File: src/rtl/mips_dbg_pkg.sv
// Shared encodings for the mips debug run/step controller: mode codes,
// FSM state constants and small mode-sequencing helpers.
package mips_dbg_pkg;

  typedef enum logic [1:0] {
    MODE_RUN   = 2'd0,
    MODE_STEP  = 2'd1,
    MODE_BURST = 2'd2
  } mode_e;

  localparam logic [2:0] ST_RUN          = 3'd0;
  localparam logic [2:0] ST_STEP_IDLE    = 3'd1;
  localparam logic [2:0] ST_STEP_PULSE   = 3'd2;
  localparam logic [2:0] ST_BURST_IDLE   = 3'd3;
  localparam logic [2:0] ST_BURST_ACTIVE = 3'd4;
  localparam logic [2:0] ST_HALT         = 3'd5;
  localparam logic [2:0] ST_RESUME       = 3'd6;

  function automatic mode_e next_mode(input mode_e m);
    case (m)
      MODE_RUN:  return MODE_STEP;
      MODE_STEP: return MODE_BURST;
      default:   return MODE_RUN;
    endcase
  endfunction

  function automatic logic [2:0] idle_state(input mode_e m);
    case (m)
      MODE_STEP:  return ST_STEP_IDLE;
      MODE_BURST: return ST_BURST_IDLE;
      default:    return ST_RUN;
    endcase
  endfunction

endpackage

File: src/rtl/mips_dbg_sync.sv
// Multi-flop synchroniser for an asynchronous level, with a one-cycle
// rising-edge strobe taken from the last stage.
module mips_dbg_sync #(
  parameter int SYNC_STAGES = 2
) (
  input  logic clock,
  input  logic reset,
  input  logic d,
  output logic rise
);

  logic [SYNC_STAGES-1:0] sync_q, sync_d;
  logic                   prev_q, prev_d;

  always_comb begin
    sync_d = {sync_q[SYNC_STAGES-2:0], d};
    prev_d = sync_q[SYNC_STAGES-1];
  end

  // NOTE: state flops use non-blocking assignments so every flop samples
  // pre-edge values regardless of block ordering.
  always_ff @(posedge clock) begin
    if (reset) begin
      sync_q <= '0;
      prev_q <= 1'b0;
    end else begin
      sync_q <= sync_d;
      prev_q <= prev_d;
    end
  end

  assign rise = sync_q[SYNC_STAGES-1] & ~prev_q;

endmodule

File: src/rtl/mips_step_ctrl.sv
// Run/step/burst clock-enable controller for the mips core.
// Define MIPS_STEP_BP_EN to build the PC breakpoint comparators and HALT.
module mips_step_ctrl
  import mips_dbg_pkg::*;
#(
  parameter int PC_W        = 32,
  parameter int CNT_W       = 16,
  parameter int SYNC_STAGES = 2,
  parameter int NUM_BP      = 2
) (
  input  logic                   clock,
  input  logic                   reset,
  input  logic                   change,
  input  logic                   step,
  input  logic [CNT_W-1:0]       burst_len,
  input  logic [PC_W-1:0]        pc,
  input  logic [NUM_BP*PC_W-1:0] bp_addr,
  input  logic [NUM_BP-1:0]      bp_valid,
  output logic                   cpu_en,
  output logic [1:0]             mode,
  output logic                   halted,
  output logic [CNT_W-1:0]       en_count
);

  logic             change_rise, step_rise, bp_hit;
  logic [2:0]       state_q, state_d;
  mode_e            mode_q, mode_d;
  logic             en_q, en_d;
  logic             skip_q, skip_d;
  logic [CNT_W-1:0] burst_q, burst_d;
  logic [CNT_W-1:0] count_q, count_d;

  mips_dbg_sync #(.SYNC_STAGES(SYNC_STAGES)) u_change_sync (
    .clock (clock),
    .reset (reset),
    .d     (change),
    .rise  (change_rise)
  );

  mips_dbg_sync #(.SYNC_STAGES(SYNC_STAGES)) u_step_sync (
    .clock (clock),
    .reset (reset),
    .d     (step),
    .rise  (step_rise)
  );

`ifdef MIPS_STEP_BP_EN
  logic [NUM_BP-1:0] bp_match;

  always_comb begin
    bp_match = '0;
    for (int i = 0; i < NUM_BP; i++) begin
      bp_match[i] = bp_valid[i] && (pc == bp_addr[i*PC_W +: PC_W]);
    end
  end

  // The resumed instruction sits on the breakpoint PC, so skip masks one hit.
  assign bp_hit = (|bp_match) & ~skip_q;
  assign halted = (state_q == ST_HALT);
`else
  logic unused_bp;
  assign unused_bp = ^{pc, bp_addr, bp_valid};
  assign bp_hit    = 1'b0;
  assign halted    = 1'b0;
`endif

  assign cpu_en   = en_q & ~bp_hit;
  assign mode     = mode_q;
  assign en_count = count_q;

  // NOTE: every always_comb output gets a default first, so no path can
  // leave a signal unassigned and infer a latch.
  always_comb begin
    state_d = state_q;
    mode_d  = mode_q;
    en_d    = en_q;
    burst_d = burst_q;
    skip_d  = skip_q & ~cpu_en;
    count_d = count_q + CNT_W'(cpu_en);

    if (change_rise) begin
      // A mode change overrides everything, including a coincident step edge.
      mode_d  = next_mode(mode_q);
      state_d = idle_state(mode_d);
      en_d    = (mode_d == MODE_RUN);
      burst_d = '0;
      skip_d  = 1'b0;
    end else if (bp_hit && en_q) begin
      state_d = ST_HALT;
      en_d    = 1'b0;
      burst_d = '0;
    end else begin
      case (state_q)
        ST_STEP_IDLE: begin
          if (step_rise) begin
            state_d = ST_STEP_PULSE;
            en_d    = 1'b1;
          end
        end
        ST_STEP_PULSE: begin
          state_d = ST_STEP_IDLE;
          en_d    = 1'b0;
        end
        ST_BURST_IDLE: begin
          if (step_rise) begin
            state_d = ST_BURST_ACTIVE;
            en_d    = 1'b1;
            burst_d = (burst_len == '0) ? CNT_W'(1) : burst_len;
          end
        end
        ST_BURST_ACTIVE: begin
          if (cpu_en) begin
            burst_d = burst_q - CNT_W'(1);
            if (burst_q == CNT_W'(1)) begin
              state_d = ST_BURST_IDLE;
              en_d    = 1'b0;
            end
          end
        end
        ST_HALT: begin
          if (step_rise) begin
            state_d = ST_RESUME;
            en_d    = 1'b1;
            skip_d  = 1'b1;
          end
        end
        ST_RESUME: begin
          state_d = idle_state(mode_q);
          en_d    = (mode_q == MODE_RUN);
        end
        default: begin
          state_d = ST_RUN;
          en_d    = 1'b1;
        end
      endcase
    end
  end

  always_ff @(posedge clock) begin
    if (reset) begin
      state_q <= ST_RUN;
      mode_q  <= MODE_RUN;
      en_q    <= 1'b0;
      skip_q  <= 1'b0;
      burst_q <= '0;
      count_q <= '0;
    end else begin
      state_q <= state_d;
      mode_q  <= mode_d;
      en_q    <= en_d;
      skip_q  <= skip_d;
      burst_q <= burst_d;
      count_q <= count_d;
    end
  end

endmodule

File: config.mk
export PLATFORM = sky130hd
export DESIGN_NAME = mips_step_ctrl
export DESIGN_NICKNAME = d
export VERILOG_FILES = /design/src/rtl/mips_dbg_pkg.sv /design/src/rtl/mips_dbg_sync.sv /design/src/rtl/mips_step_ctrl.sv
export SDC_FILE = /design/constraint.sdc
export NUM_CORES = 1
export LEC_CHECK = 0
export CAP_MARGIN = 20
export CORE_MARGIN = 8
export CORE_UTILIZATION = 23
export DETAILED_ROUTE_END_ITERATION = 6
export PLACE_DENSITY_LB_ADDON = 0.2
export SYNTH_ARGS = -nofsm -noshare
export SYNTH_HDL_FRONTEND = slang
export SYNTH_SLANG_ARGS = --single-unit
File: constraint.sdc
create_clock -name clock -period 2.1 [get_ports clock]
set_input_delay 0.42 -clock clock [delete_from_list [all_inputs] [get_ports clock]]
set_output_delay 0.42 -clock clock [all_outputs]
set_load 0.03 [all_outputs]
==> impl_metrics.py, run 1 <==
metrics = {
    "status": {
        "outcome": "finished, final reports clean",
    },
    "die": {
        "die_h_um": 117.2,
        "rows": 37,
        "io_pins": 138,
        "coreArea_um2": 10140,
        "start_util_pct": 23.24,
        "die_w_um": 117.2,
        "dieArea_um2": 13740,
    },
    "grt": {
        "grt-ovfl-total": 0,
        "grt_start_max_net_pins": 29,
        "grt_usage_pct": 10.03,
        "grt_pass1_wl_um": 10900,
        "grt_antenna_before_repair": 0,
        "grt_pass1_vias": 2231,
    },
    "layout": {
        "fin_util_pct": 30.72,
        "final_layout_size_suffix_gt1_share_pct": 12.32,
        "nFillCells": 1075,
        "area_growth_pct": 32.18,
        "num_antenna_cells": 0,
        "final_cell_area_um2": 3114,
        "layout.cells.non_filler": 477,
        "nets": 466,
    },
    "drt": {
        "antenna_left": 0,
        "initialDrtViolationCount": 157,
        "drcViolationCount": 0,
        "dr.pass1.iters": 4,
        "vias_per_cell": 4.822,
        "routed-via-count": 2300,
        "wirelength_um": 6631,
        "post_drt_wl_per_cell_um": 13.90,
    },
    "timing": {
        "rsz0062_at_grt": "false",
        "finalClockSkew_ns": 0.008841,
        "setup_viol_count_final": 0,
        "fin_setup_tns_ns": 0,
        "max_clock_freq_mhz": 488.1,
        "finalCriticalPeriod_ns": 2.049,
        "slew_headroom_pct": 59.11,
        "hold_viol": 0,
        "fin_ws_ns": 0.05118,
        "worst_slew_pin_slew_ns": 0.6110,
        "whs_ns": 0.4568,
        "timing.final.crit_share_pct": 97.56,
        "slew_violations": 0,
    },
    "clock_tree": {
        "cts_tree": "yes",
        "clkSlewWorstSetupHoldPaths_ns": 0.09,
        "cts_resized": 0,
        "htree_num_levels": 2,
        "cts_setup_buffers": 0,
        "cts-root-buf": "clkbuf_8",
        "cts-hold-fix-buffers": 0,
        "clock-sinks": 44,
        "cts_buffers": 5,
        "clkLatencyLatePin_ns": 0.31,
        "clock_path_buffers": 2,
    },
    "power": {
        "p_leak_nw": 1.103,
        "pwr-share-clk_pct": 37.1,
        "switching_share_pct": 26.06,
        "powerDensity_nw_per_um2": 578.9,
        "pwr-share-seq_pct": 48.7,
        "ir_drop_uv": 241.6,
        "power.internal_mw": 1.333,
        "total_power_mw": 1.803,
        "combPwrFrac_pct": 14.1,
        "switching_power_uw": 469.7,
    },
    "yosys": {
        "syn_avg_cell_area_um2": 8.181,
        "synth.distinct_cells": 53,
        "synth_top_area_share_pct": 37.39,
        "synth_nets": 414,
        "synth.area.top_cells": "dfxtp_1 (37%), ha_1 (4.2%), nor4_1 (4.2%), nor2_1 (4.0%), a21oi_1 (3.8%)",
        "async_flop_share_pct": 0,
        "ys_seq_area_share_pct": 37.39,
        "yosysTopAreaCell": "dfxtp_1",
        "synthFlopType": "dfxtp_1",
        "ys_ff_latch": 44,
        "synthCells": 288,
        "syn_area_um2": 2356,
        "synth_edf_count": 0,
        "yosysWarnings": 0,
    },
    "place": {
        "placed_cells": 469,
        "gp_congestion": 0.7827,
        "port_buffers": 38,
        "dpl_worst_slack_ns": 0.06906,
        "dp_hpwl_um": 4920,
        "placed_area_um2": 3003,
    },
    "setup_path": {
        "max_stage_delay_ns": 0.58,
        "crit_slowest_cell": "or4_4",
        "r2r-start": "burst_q[2]",
        "path_cells": "or4_4 -> or4b_4 -> a211o_1 -> o211ai_2",
        "cp.required_ns": 2.34,
        "crit_type": "reg -> reg",
        "crit_path_max_fanout": 6,
        "r2r_slack_ns": 0.05,
        "worstPathArrival_ns": 2.29,
        "start_kind": "flop",
        "worstSetupEndpointType": "flop",
        "reg2reg_depth": 4,
        "r2r-end": "burst_q[11]",
    },
    "job": {
        "max-cap-violations": 0,
    },
    "hold_path": {
        "hold_class": "reg -> reg",
        "hp-start": "u_change_sync.sync_q[0]",
        "hold_end": "u_change_sync.sync_q[1]",
        "min_delay_path_depth": 1,
    },
}
layer usage:
metal | up-vias | track usage (%) | routed length, um | part of all wire (%)
li1 | 1160 | - | - | -
met3 | 8 | 2.001 | 373 | 5.6
met4 | 0 | 3.669 | 84 | 1.3
met2 | 59 | 15.35 | 3025 | 46
met5 | - | 0 | 0 | 0
met1 | 1073 | 13.58 | 3148 | 47
kinds of logic after synthesis:
logic type / share of synthesized area [%]
simple gates: 29.37
compound gates: 18.48
flops: 37.39
buf+inv: 4.461
xor+xnor: 4.090
fa+ha+maj: 4.249
mux: 1.806
other cells: 0.1592
cells in the final DEF (no fill, tap or decap), types with 2 or more instances in the layout:
| cell | count |
|---|---|
| dfxtp_1 | 44 |
| clkdlybuf4s50_1 | 38 |
| nor2_1 | 25 |
| nand2_1 | 24 |
| buf_4 | 21 |
| a21oi_1 | 18 |
| nor4_1 | 16 |
| o21ai_0 | 15 |
| nor3_1 | 12 |
| inv_1 | 11 |
| nor2b_1 | 10 |
| nand3_1 | 9 |
| xnor2_1 | 9 |
| nand4_1 | 7 |
| ha_1 | 7 |
| clkbuf_8 | 5 |
| or3_1 | 4 |
| nand2b_1 | 4 |
| o31ai_1 | 4 |
| a32o_1 | 4 |
| a31oi_1 | 4 |
| or4_1 | 3 |
| o22ai_1 | 3 |
| a21o_1 | 3 |
| xor2_1 | 2 |
| or3b_2 | 2 |
| or2_2 | 2 |
| nor3b_1 | 2 |
| a211o_1 | 2 |
| nand4b_1 | 2 |
| mux2i_1 | 2 |
| mux2_2 | 2 |
| o211ai_1 | 2 |
how the worst max path moves through the flow:
stage	from	to	slack (ns)
6_report	burst_q[2]	burst_q[11]	0.05
5_1_grt	burst_q[1]	burst_q[14]	0.01
4_1_cts	burst_q[2]	burst_q[11]	0.04
3_5_place_dp	burst_q[2]	burst_q[11]	0.07
3_3_place_gp	burst_q[2]	burst_q[11]	0.06
2_1_floorplan	burst_q[0]	burst_q[14]	0.02
power by group through the flow:
stage	registers, mW	logic (mW)	clock network [mW]
after floorplan	0.913	0.128	0
after global placement	0.897	0.255	0
after detailed placement	0.898	0.256	0
after CTS	0.879	0.257	0.692
after global routing	0.884	0.279	0.734
final	0.879	0.254	0.670
Yosys cell counts, types with 2 or more instances:
library cell	n
nand2_1	24
nand3_1	9
o22ai_1	3
or2_2	2
o211ai_1	2
a32o_1	4
nand4_1	7
nor2b_1	10
or3b_2	2
mux2_2	2
mux2i_1	2
buf_1	2
o21ai_0	15
a21o_1	3
nand2b_1	4
nor4_1	16
ha_1	8
xor2_1	2
a211o_1	2
or4_1	3
nor3b_1	2
a31oi_1	4
nor2_1	25
dfxtp_1	44
or3_1	4
inv_1	11
a21oi_1	18
nand4b_1	2
clkbuf_1	10
xnor2_1	9
o31ai_1	4
nor3_1	12
worst max-delay path, delay by kind of cell, from the launching register on:
family           cells  cell delay [ns]
AO/OA/AOI/OAI        2             0.51
AND/OR/NAND/NOR      2             1.16
flip-flops           1             0.32
flip-flops by register name (all words and copies together) (netlist names):
register	flops
u_change_sync.prev_q	1
en_count	16
state_q	3
burst_q	16
u_step_sync.sync_q	2
u_step_sync.prev_q	1
mode	2
cpu_en	1
u_change_sync.sync_q	2
area by class of cell:
cell class                      instances  area (um2)  share of cell area [%]
Multi-Input combinational cell        219        1373                   44.07
Inverter                               11       41.29                   1.326
Sequential cell                        44       880.8                   28.28
Tap cell                              136       170.2                   5.464
Clock buffer                            5       68.82                   2.210
Timing Repair Buffer                   59       538.0                   17.28
Clock inverter                          3       42.54                   1.366
No activity file was read; power rests on OpenSTA's default activity.
==> run 2: changes to the inputs <==
- CORE_MARGIN: 8 -> 5
- GPL_TIMING_DRIVEN: unset -> 0
==> run 2 against run 1 <==
  * Register-to-register slack about the same
  * Largest power group unchanged
  * Highest routed layer unchanged
  * Die area decreased by 10%
  * First-iteration DRC count decreased by 9.6%
  * Largest cell class unchanged
==> impl_metrics.py, run 2 (synthesis gave the netlist of run 1 again) <==
metrics = {
    "power": {
        "switching_share_pct": 26.83,
        "powerDensity_nw_per_um2": 579.1,
        "switching_power_uw": 490.6,
        "pwr-share-seq_pct": 48.4,
        "ir_drop_uv": 282.7,
        "total_power_mw": 1.828,
        "power.internal_mw": 1.338,
        "combPwrFrac_pct": 13.9,
        "p_leak_nw": 1.083,
        "pwr-share-clk_pct": 37.7,
    },
    "hold_path": {
        "hold_class": "reg -> reg",
        "hp-start": "u_change_sync.sync_q[0]",
    },
    "clock_tree": {
        "cts_tree": "yes",
        "cts-root-buf": "clkbuf_8",
        "clkSlewWorstSetupHoldPaths_ns": 0.09,
        "cts_buffers": 5,
        "clock-sinks": 44,
        "clkLatencyLatePin_ns": 0.31,
        "htree_num_levels": 2,
        "cts-hold-fix-buffers": 0,
        "clock_path_buffers": 2,
    },
    "setup_path": {
        "crit_type": "reg -> reg",
        "crit_path_max_fanout": 6,
        "cp_top_family": "simple AND/OR/NAND/NOR gates",
        "r2r-end": "burst_q[14]",
        "worstSetupEndpointType": "flop",
        "path_buf_inv": 2,
        "start_kind": "flop",
        "crit_end": "burst_q[14]",
        "path_cells": "or4_4 -> buf_12 -> buf_4 -> or3_4 -> o31ai_4 -> a32o_1",
        "max_stage_delay_ns": 0.57,
        "cp.required_ns": 2.35,
        "worstPathArrival_ns": 2.29,
        "reg2reg_depth": 6,
        "crit_slowest_cell": "or4_4",
        "r2r_slack_ns": 0.07,
        "crit_path_start": "burst_q[3]",
        "crit_cells": 6,
        "r2r-start": "burst_q[3]",
    },
    "layout": {
        "nets": 463,
        "final_cell_area_um2": 3157,
        "nFillCells": 1079,
        "area_growth_pct": 33.99,
        "multi_input_area_um2": 1443,
        "final_common_cell": "dfxtp_1",
        "fin_util_pct": 31.14,
        "num_antenna_cells": 0,
        "regArea_um2": 889.6,
        "final_layout_size_suffix_gt1_share_pct": 14.20,
        "final_cell_mix": "dfxtp_1 (39), clkdlybuf4s50_1 (38), nand2_1 (24)",
    },
    "die": {
        "die_h_um": 111.2,
        "dieArea_um2": 12370,
        "coreArea_um2": 10140,
        "rows": 37,
        "start_util_pct": 23.24,
        "io_pins": 138,
        "die_w_um": 111.2,
    },
    "grt": {
        "grt_pass1_wl_um": 11270,
        "grt_pass1_vias": 2259,
        "grt_start_max_net_pins": 16,
        "grt_antenna_before_repair": 0,
        "grt-ovfl-total": 0,
        "grt_usage_pct": 11.04,
    },
    "place": {
        "dpl_worst_slack_ns": -0.2317,
        "port_buffers": 38,
        "placed_area_um2": 2910,
        "gp_congestion": 0.8199,
        "dp_hpwl_um": 4908,
    },
    "job": {
        "max-cap-violations": 0,
    },
    "timing": {
        "slew_violations": 0,
        "setup_viol_count_final": 0,
        "max_clock_freq_mhz": 491.6,
        "fin_setup_tns_ns": 0,
        "hold_viol": 0,
        "timing.final.crit_share_pct": 96.87,
        "worst_slew_pin_slew_ns": 0.7797,
        "rsz0062_at_grt": "false",
        "fin_ws_ns": 0.06583,
        "finalClockSkew_ns": 0.01368,
        "slew_headroom_pct": 47.54,
        "finalCriticalPeriod_ns": 2.034,
    },
    "drt": {
        "dr.pass1.iters": 4,
        "antenna_left": 0,
        "routed-via-count": 2302,
        "drcViolationCount": 0,
        "initialDrtViolationCount": 142,
        "vias_per_cell": 4.857,
        "wirelength_um": 6781,
        "post_drt_wl_per_cell_um": 14.31,
    },
    "status": {
        "outcome": "finished, final reports clean",
    },
}
run 2: repair_timing:
action,CTS,global route
endpoints found under the setup margin,17,16
pin swaps,1,5
resized for setup,13,17
setup buffers,1,5
endpoints found under the hold margin,0,0
run 2: area by class of cell:
| type | count | share of cell area (%) |
|---|---|---|
| plain buffers | 12 | 1.863 |
| clock buffers | 5 | 2.180 |
| clock inverters | 3 | 1.506 |
| inverters | 11 | 1.308 |
| multi-input cells | 219 | 45.70 |
| flip-flops and latches | 44 | 28.18 |
| well taps | 136 | 5.390 |
| repair buffers | 44 | 13.87 |
run 2: per-layer routing:
| layer | global-route usage, % | up-vias | share of wire, % |
|---|---|---|---|
| li1 | - | 1154 | - |
| met1 | 14.69 | 1096 | 50 |
| met2 | 18.05 | 45 | 46 |
| met3 | 2.074 | 7 | 3.5 |
| met4 | 3.406 | 0 | 1.3 |
| met5 | 0 | - | 0 |
run 2: worst min path at each step:
stage,to,slack [ns],cells past startpoint
detailed placement,u_change_sync.sync_q[1],0.43,1
floorplan,u_change_sync.sync_q[1],0.41,1
finish,u_change_sync.sync_q[1],0.45,1
global placement,u_step_sync.sync_q[1],0.42,1
CTS,u_step_sync.sync_q[1],0.46,1
global route,u_step_sync.sync_q[1],0.48,1
run 2: stage by stage:
stage	hold WS [ns]	std cells
2_1_floorplan	0.4138	288
3_3_place_gp	0.4177	462
3_5_place_dp	0.4294	462
4_1_cts	0.4561	470
5_1_grt	0.4767	474
6_report	0.4535	474
run 2: power by group through the flow:
| stage | clock network (mW) | logic (mW) | registers (mW) |
|---|---|---|---|
| after floorplan | 0 | 0.128 | 0.913 |
| after global placement | 0 | 0.247 | 0.898 |
| after detailed placement | 0 | 0.248 | 0.899 |
| after CTS | 0.713 | 0.254 | 0.879 |
| after global routing | 0.746 | 0.281 | 0.890 |
| final | 0.689 | 0.255 | 0.884 |
==> run 3: changes to the inputs <==
- CORE_UTILIZATION: 23 -> 25
- clock period: 2.1 -> 2.3 ns (I/O delays scaled with it)
==> run 3 against run 2 <==
  * Combinational power decreased by 11%
  * Setup slack better by 0.077 ns
  * Hold slack about the same
  * Global-route usage increased by 0.85 points
  * Final cell count decreased by 6.3%
  * Non-clock buffer count fell by 5
  * Die area shrank 7.3%
  * Clock skew up 0.0021 ns
  * Critical path type unchanged
  * Critical endpoint is now burst_q[11]
  * Largest power group unchanged
==> impl_metrics.py, run 3 (synthesis gave the netlist of run 1 again) <==
metrics = {
    "grt": {
        "grt_start_max_net_pins": 16,
        "grt-ovfl-total": 0,
        "grt_pass1_vias": 2260,
        "grt_pass1_wl_um": 11060,
        "grt_usage_pct": 11.88,
        "grt_antenna_before_repair": 0,
    },
    "layout": {
        "final_common_cell": "dfxtp_1",
        "final_layout_size_suffix_gt1_share_pct": 9.309,
        "nets": 458,
        "area_growth_pct": 28.57,
        "regArea_um2": 883.3,
        "final_cell_area_um2": 3029,
        "final_cell_mix": "dfxtp_1 (42), clkdlybuf4s50_1 (38), nor2_1 (25)",
        "num_antenna_cells": 0,
        "nFillCells": 1002,
        "multi_input_area_um2": 1406,
    },
    "timing": {
        "worst_slew_pin_slew_ns": 0.8846,
        "setup_viol_count_final": 0,
        "hold_viol": 0,
        "slew_headroom_pct": 40.48,
        "max_clock_freq_mhz": 463.6,
        "finalCriticalPeriod_ns": 2.157,
        "slew_violations": 0,
        "finalClockSkew_ns": 0.01578,
        "rsz0062_at_grt": "false",
        "timing.final.crit_share_pct": 93.79,
        "whs_ns": 0.4536,
        "fin_setup_tns_ns": 0,
    },
    "place": {
        "placed_area_um2": 2875,
        "dp_hpwl_um": 4742,
        "gp_congestion": 0.7833,
        "port_buffers": 38,
    },
    "clock_tree": {
        "cts_buffers": 5,
        "cts-hold-fix-buffers": 0,
        "clkLatencyLatePin_ns": 0.30,
        "clkSlewWorstSetupHoldPaths_ns": 0.09,
        "cts_tree": "yes",
        "htree_num_levels": 2,
        "clock_path_buffers": 2,
        "cts-root-buf": "clkbuf_8",
        "clock-sinks": 44,
    },
    "die": {
        "start_util_pct": 25.62,
        "die_h_um": 107.1,
        "dieArea_um2": 11470,
        "rows": 35,
        "coreArea_um2": 9196,
        "die_w_um": 107.1,
        "io_pins": 138,
    },
    "job": {
        "max-cap-violations": 0,
    },
    "drt": {
        "initialDrtViolationCount": 139,
        "antenna_left": 0,
        "dr_wl_met2_um": 2978,
        "post_drt_wl_per_cell_um": 14.66,
        "dr.pass1.iters": 4,
        "routed-via-count": 2277,
        "wl_met1_um": 3081,
        "dr.max_layer_used": "met4",
        "wirelength_um": 6509,
        "vias_per_cell": 5.128,
        "drcViolationCount": 0,
        "wl_met3_um": 412,
    },
    "setup_path": {
        "crit_path_max_fanout": 10,
        "worstSetupEndpointType": "flop",
        "start_kind": "flop",
        "crit_type": "reg -> reg",
        "cp.required_ns": 2.53,
        "worstPathArrival_ns": 2.39,
    },
    "power": {
        "p_leak_nw": 1.042,
        "powerDensity_nw_per_um2": 542.5,
        "ir_drop_uv": 263.6,
        "total_power_mw": 1.643,
    },
    "hold_path": {
        "hold_class": "reg -> reg",
    },
    "status": {
        "outcome": "finished, final reports clean",
    },
}
-- run 3: critical path, stage by stage (launching register included) --
cell	delay [ns]
dfxtp_1	0.36
or4_4	0.54
buf_6	0.15
or4b_4	0.55
a211o_1	0.34
o211ai_2	0.15
-- run 3: where the power goes --
part	internal (mW)	total [mW]	leakage [nW]	switching, mW
Sequential	0.782	0.804	0.357	0.0223
Combinational	0.107	0.227	0.626	0.120
Clock	0.327	0.612	0.0583	0.284
-- run 3: worst paths after layout --
check / depth (start not counted) / from / to / slack, ns
max reg2reg: 5 / burst_q[2] / burst_q[11] / 0.14
min reg2reg: 1 / u_step_sync.sync_q[0] / u_step_sync.sync_q[1] / 0.45
min: 1 / u_step_sync.sync_q[0] / u_step_sync.sync_q[1] / 0.45
max: 5 / burst_q[2] / burst_q[11] / 0.14
-- run 3: stage by stage --
step | setup slack, ns | util (%) | std cells
after floorplan | 0.1766 | - | 288
after global placement | -0.08435 | 31.27 | 437
after detailed placement | -0.1005 | 31.27 | 437
after CTS | 0.007557 | 32.58 | 444
after global routing | 0.01704 | 32.94 | 444
final | 0.1429 | 32.94 | 444
-- run 3: repair_timing --
item	CTS	global route
resized for setup	2	10
buffers inserted	0	0
cloned	0	0
hold endpoints to repair	0	0
endpoints found under the setup margin	11	16
-- run 3: area by class of cell --
type / instances / area share, %
multi-input cells: 219 / 46.43
flip-flops and latches: 44 / 29.16
repair buffers: 38 / 12.56
well taps: 111 / 4.585
clock buffers: 5 / 2.272
plain buffers: 13 / 2.065
clock inverters: 3 / 1.570
inverters: 11 / 1.363
-- run 3: metal layers --
layer | global-route usage [%] | vias up
li1 | - | 1142
met1 | 16.50 | 1063
met2 | 18.32 | 70
met3 | 2.830 | 2
met4 | 3.288 | 0
met5 | 0 | -
